### config.mk
export PLATFORM = sky130hd
export DESIGN_NAME = cpu_core
export DESIGN_NICKNAME = d
export VERILOG_FILES = /design/src/rtl/cpu_core.sv
export SDC_FILE = /design/constraint.sdc
export NUM_CORES = 1
export LEC_CHECK = 0
export BUFFER_PORTS_ARGS = -buffer_cell sky130_fd_sc_hd__buf_4
export CORE_MARGIN = 4
export CORE_UTILIZATION = 50
export DETAILED_ROUTE_END_ITERATION = 7
export GPL_TIMING_DRIVEN = 0
export HOLD_SLACK_MARGIN = 0.15
export PLACE_DENSITY = 0.81
export RECOVER_POWER = 100
export SLEW_MARGIN = 25
export SYNTH_ARGS = -nofsm -noshare
export SYNTH_HDL_FRONTEND = slang
export SYNTH_SLANG_ARGS = --single-unit
### constraint.sdc
create_clock -name clk -period 4 [get_ports clk]
set_input_delay 0.2 -clock clk [delete_from_list [all_inputs] [get_ports clk]]
set_output_delay 0.2 -clock clk [all_outputs]
set_load 0.05 [all_outputs]
### src/rtl/cpu_core.sv
`timescale 1ns/1ps
`default_nettype none
// +----------------------------------------------------------------------------+
// | cpu_core: tiny accumulator-free register CPU with program RAM and I/O       |
// | handshakes. Rev 1.0 -- initial release.                                     |
// +----------------------------------------------------------------------------+
module cpu_core #(
  parameter int BUS_WIDTH        = 8,
  parameter int INSTR_ADDR_WIDTH = 4,
  parameter int REG_ADDR_WIDTH   = 2,
  localparam int INSTR_WIDTH     = 4 + 2*REG_ADDR_WIDTH + BUS_WIDTH
) (
  input  logic                        clk,
  input  logic                        reset,
  input  logic                        start,
  input  logic                        prog_we,
  input  logic [INSTR_ADDR_WIDTH-1:0] prog_addr,
  input  logic [INSTR_WIDTH-1:0]      prog_data,
  input  logic [BUS_WIDTH-1:0]        in_data,
  input  logic                        in_valid,
  output logic                        in_ready,
  output logic [BUS_WIDTH-1:0]        out_data,
  output logic                        out_valid,
  input  logic                        out_ready,
  output logic                        halted,
  output logic [INSTR_ADDR_WIDTH-1:0] pc
);

  localparam int PROG_DEPTH = 2**INSTR_ADDR_WIDTH;
  localparam int NUM_REGS   = 2**REG_ADDR_WIDTH;

  localparam logic [3:0] OP_LDI  = 4'd1;
  localparam logic [3:0] OP_MOV  = 4'd2;
  localparam logic [3:0] OP_ADD  = 4'd3;
  localparam logic [3:0] OP_SUB  = 4'd4;
  localparam logic [3:0] OP_ADDI = 4'd5;
  localparam logic [3:0] OP_IN   = 4'd6;
  localparam logic [3:0] OP_OUT  = 4'd7;
  localparam logic [3:0] OP_JMP  = 4'd8;
  localparam logic [3:0] OP_JZ   = 4'd9;
  localparam logic [3:0] OP_JNZ  = 4'd10;
  localparam logic [3:0] OP_HALT = 4'd15;

  typedef enum logic [2:0] {
    HALT     = 3'd0,
    FETCH    = 3'd1,
    EXEC     = 3'd2,
    WAIT_IN  = 3'd3,
    WAIT_OUT = 3'd4
  } state_t;

  state_t state, state_next;

  logic [INSTR_WIDTH-1:0]      mem [PROG_DEPTH];
  logic [BUS_WIDTH-1:0]        regs [NUM_REGS];
  logic [INSTR_WIDTH-1:0]      ir;
  logic [3:0]                  opcode;
  logic [REG_ADDR_WIDTH-1:0]   rd, rs;
  logic [BUS_WIDTH-1:0]        imm, rd_val, rs_val, wb_data;
  logic [INSTR_ADDR_WIDTH-1:0] pc_next, pc_inc, jmp_target;
  logic                        wb_en;

  assign opcode     = ir[INSTR_WIDTH-1 -: 4];
  assign rd         = ir[INSTR_WIDTH-5 -: REG_ADDR_WIDTH];
  assign rs         = ir[INSTR_WIDTH-5-REG_ADDR_WIDTH -: REG_ADDR_WIDTH];
  assign imm        = ir[BUS_WIDTH-1:0];
  assign rd_val     = (rd == '0) ? '0 : regs[rd];
  assign rs_val     = (rs == '0) ? '0 : regs[rs];
  assign pc_inc     = pc + 1'b1;
  assign jmp_target = imm[INSTR_ADDR_WIDTH-1:0];

  assign halted    = (state == HALT);
  assign in_ready  = (state == WAIT_IN);
  assign out_valid = (state == WAIT_OUT);

  // Program RAM has no reset so a loaded program survives a core reset.
  always_ff @(posedge clk) begin
    if (prog_we) mem[prog_addr] <= prog_data;
  end

  always_ff @(posedge clk) begin
    if (reset) state <= HALT;
    else       state <= state_next;
  end

  always_comb begin
    state_next = state;
    pc_next    = pc;
    wb_en      = 1'b0;
    wb_data    = rd_val;
    case (state)
      HALT: if (start) begin
        state_next = FETCH;
        pc_next    = '0;
      end
      FETCH: state_next = EXEC;
      EXEC: begin
        state_next = FETCH;
        pc_next    = pc_inc;
        case (opcode)
          OP_LDI:  begin wb_en = 1'b1; wb_data = imm; end
          OP_MOV:  begin wb_en = 1'b1; wb_data = rs_val; end
          OP_ADD:  begin wb_en = 1'b1; wb_data = rd_val + rs_val; end
          OP_SUB:  begin wb_en = 1'b1; wb_data = rd_val - rs_val; end
          OP_ADDI: begin wb_en = 1'b1; wb_data = rd_val + imm; end
          OP_IN:   begin state_next = WAIT_IN;  pc_next = pc; end
          OP_OUT:  begin state_next = WAIT_OUT; pc_next = pc; end
          OP_JMP:  pc_next = jmp_target;
          OP_JZ:   if (rs_val == '0) pc_next = jmp_target;
          OP_JNZ:  if (rs_val != '0) pc_next = jmp_target;
          OP_HALT: begin state_next = HALT; pc_next = pc; end
          default: ;
        endcase
      end
      WAIT_IN: if (in_valid) begin
        state_next = FETCH;
        pc_next    = pc_inc;
        wb_en      = 1'b1;
        wb_data    = in_data;
      end
      WAIT_OUT: if (out_ready) begin
        state_next = FETCH;
        pc_next    = pc_inc;
      end
      default: state_next = HALT;
    endcase
  end

  // Nonblocking read of mem gives read-before-write against a same-cycle program write.
  always_ff @(posedge clk) begin
    if (reset) begin
      pc       <= '0;
      ir       <= '0;
      out_data <= '0;
      for (int i = 0; i < NUM_REGS; i++) regs[i] <= '0;
    end else begin
      pc <= pc_next;
      if (state == FETCH) ir <= mem[pc];
      if (state == EXEC && opcode == OP_OUT) out_data <= rs_val;
      if (wb_en && rd != '0) regs[rd] <= wb_data;
    end
  end

endmodule
`default_nettype wire

==> metrics.md <==
| Metric | Value |
|---|---|
| Netlist cell types | 67 |
| Worst Max-Slew Pin Slew | just over 2000 ps |
| Synth Register Bits | 311 |
| Syn Nets | ~850 |
| CTS tree | built |
| Mapped Cells | 810 |
| Die Y | 171 um |
| Number of synthesized flops with an enable pin | 280 |
| Post-Layout Cell Count | 1299 |
| Worst Hold Class | in -> reg |
| Layout area overhead | 15.3% |
| Peak Freq | 0.252 GHz |
| Pre-CTS setup slack | -230 ps |
| First-pass GRT wire length | 49100 um |
| Initial Util | 0.511 |
| Port bufs | 47 |
| Initial antenna violation count | 2 |
| Antenna Nets Post-Route | 0 |
| Rel. slew slack | -0.382 |
| Clock buffer depth | 3 |
| Layout Nets | 983 |
| HP Start | reset |
| Largest net degree at the start of global routing | 18 |
| Critical path launch point type | flip-flop |
| Clock transition at the registers of the reported paths | 60 ps |
| Yosys warns | 0 |
| Die Wd | 171 um |
| Setup violators final | 0 |
| Worst Setup End Kind | flip-flop |
| Maxcap violations | 3 |
| IO Count | 49 |
| DRC | 0 |
| Root Driver | clkbuf_16 |
| Multi-input logic area | 4120 um^2 |
| Max FO, Critical Path | 5 |
| Tmin final | 3970 ps |
| Die area | between 20000 and 30000 um^2 |
| Final hold slack | approximately 170 ps |
| Detailed-route wire length | roughly 33000 um |
| Post-synth top area cell | edfxtp_1 |
| P per Cell Area | 461 nW/um^2 |
| Total CTS buffers | 30 |
| Layout cells sized above 1 | 0.205 |
| Synth Cell Area | 13300 um^2 |
| Vias per cell | ~6.2 |
| Synth top area cells | edfxtp_1 63%, mux4_2 14%, dfxtp_1 4.7% |
| Remaining global-route overflow | 0 |
| Vias in the first global route | approximately 8000 |
| Drt pass-1 iters | 5 |
| Critical path type | reg -> reg |
| Final Hold Fails | 0 |
| Failing checks | capacitance limit, slew limit |
| Top_reg_cell synth | edfxtp_1 |
| Peak VDD IR | between 0.0004 and 0.0005 V |
| WP data arrival | 4370 ps |
| Final Worst Setup Slack | between 30 and 40 ps |
| Cell Rows | 59 |
| Gp weighted congestion | 0.922 |
| Placed insts | 1209 |
| Total core area | 26100 um^2 |
| Slew Viols, Final | 51 |
| Skew-Pair Late Insertion Delay | about 580 ps |
| Syn Area/Cell | roughly 16 um^2 |
| Sequential share of the synthesized area | 0.677 |
| Critical path launch point | ir[9]$_SDFFE_PP0N_ |
| Clk sinks | 311 |
| Total track usage | 0.222 |
| Dpl hpwl | 20900 um |
| WP data required | 4410 ps |
| Final Skew | around 36 ps |
| Critical R2R Launch | ir[9]$_SDFFE_PP0N_ |
| Status | finished, violations left |
| FF+latch area | 9030 um^2 |
| Filler cells | 1935 |
| Top-area cell type share of the netlist area | 0.630 |
| Routed WL per cell | 25.0 um |
| Final period util | 0.991 |
| Via count | 8101 |
| H-tree levels | 1 |
| Leak | 5.01 nW |
| Post-synth ARST share | 0 |
| DRT iter0 DRCs | 909 |
cell usage after synthesis (5+ instances only):
cell type and instances:
a21oi_1 44, a221oi_1 5, a22o_1 12, a22oi_1 8, buf_2 6, clkbuf_1 34
dfxtp_1 31, edfxtp_1 280, ha_1 9, inv_1 10, mux2_2 15, mux4_2 80
nand2_1 51, nand2b_1 10, nand3_1 8, nor2_1 70, nor2b_1 14, nor3_1 16
o21ai_0 14, o22ai_1 6
layout make-up:
cell class	count	area share
diodes	1	0.000163
plain buffers	47	0.0134
clock buffers	37	0.0505
clock inverters	19	0.0122
inverters	11	0.00285
multi-input cells	441	0.268
flip-flops and latches	311	0.587
well taps	335	0.0272
repair buffers	97	0.0389
worst paths after layout:
| path | end | slack, ps | depth (start not counted) |
|---|---|---|---|
| worst min-delay path | regs[3][3]$_DFFE_PP_ | 170 | 3 |
| worst min register to register | out_data[0]$_SDFFE_PP0P_ | 480 | 2 |
| worst max register to register | regs[1][7]$_SDFFCE_PN0P_ | 30 | 17 |
| worst max-delay path | regs[1][7]$_SDFFCE_PN0P_ | 30 | 17 |
cell usage in the layout (no fill, tap or decap), types with 4 or more instances in the layout:
cell type / count
a21o_1: 4
a21oi_1: 43
a221o_1: 4
a221oi_1: 4
a222oi_1: 4
a22o_1: 10
a22oi_1: 8
and3_1: 4
buf_2: 5
buf_4: 22
clkbuf_1: 89
clkbuf_16: 30
clkbuf_2: 8
clkinv_1: 8
clkinv_2: 6
dfxtp_1: 30
dlygate4sd3_1: 24
edfxtp_1: 280
ha_1: 8
inv_1: 8
mux2_2: 15
mux2i_1: 4
mux4_2: 80
nand2_1: 51
nand2b_1: 10
nand3_1: 8
nor2_1: 70
nor2b_1: 14
nor3_1: 16
o21ai_0: 14
o22ai_1: 6
xnor2_1: 4
metrics by stage:
step                       util  cell area [um^2]  power (W)  setup TNS [ps]
after floorplan               -             13300    0.00412               0
after global routing      0.589             15400    0.00731            -130
after global placement    0.540             14100    0.00431           -1160
after detailed placement  0.550             14400    0.00435           -1190
final                     0.589             15400    0.00709               0
after CTS                 0.597             15600    0.00710               0
per-layer routing:
| metal | part of all wire | vias to the layer above | global-route usage |
|---|---|---|---|
| met3 | 0.072 | 83 | 0.0391 |
| met4 | 0.027 | 2 | 0.0603 |
| met1 | 0.39 | 4142 | 0.296 |
| li1 | - | 3494 | - |
| met5 | 0.00040 | - | 0 |
| met2 | 0.51 | 380 | 0.380 |
logic make-up after synthesis:
logic type                 after synthesis  synth area share
buffers and inverters                   58            0.0180
muxes                                  102             0.154
and+or+nand+nor                        197            0.0718
adders and majority gates               10           0.00994
AOI/OAI and AO/OA                      125            0.0653
DFF                                    311             0.677
xor gates and xnor gates                 7           0.00459
power breakdown:
group,leakage [nW],internal [W],switching (W)
logic,1.73,0.000273,0.000391
registers,2.81,0.00362,0.0000377
clock network,0.468,0.00157,0.00119
critical path, stage by stage, from the launching register on:
cell and delay, ps:
dfxtp_2 330, buf_6 130, mux2_2 360, a22o_4 250
inv_2 60, ha_2 180, inv_1 70, a221o_1 300
nor4_4 300, or3_1 160, a21oi_1 60, a211oi_1 240
ha_1 320, a21o_1 170, a31oi_1 200, xor2_1 130
o41a_1 420, a21oi_1 130
sequential cells by signal (all words and copies together), names as in the netlist:
register  count
state         3
ir           16
mem         256
out_data      8
pc            4
regs         24
repair_timing:
action                                  4_1_cts  5_1_grt
endpoints found under the setup margin        6        6
cloned                                        0        1
pin swaps                                     2       11
resized for setup                             4       16
hold endpoints to repair                    277        0
buffers inserted                              1        7
hold buffers                                 24        0
Note: power is estimated with default switching activity, not from simulation.
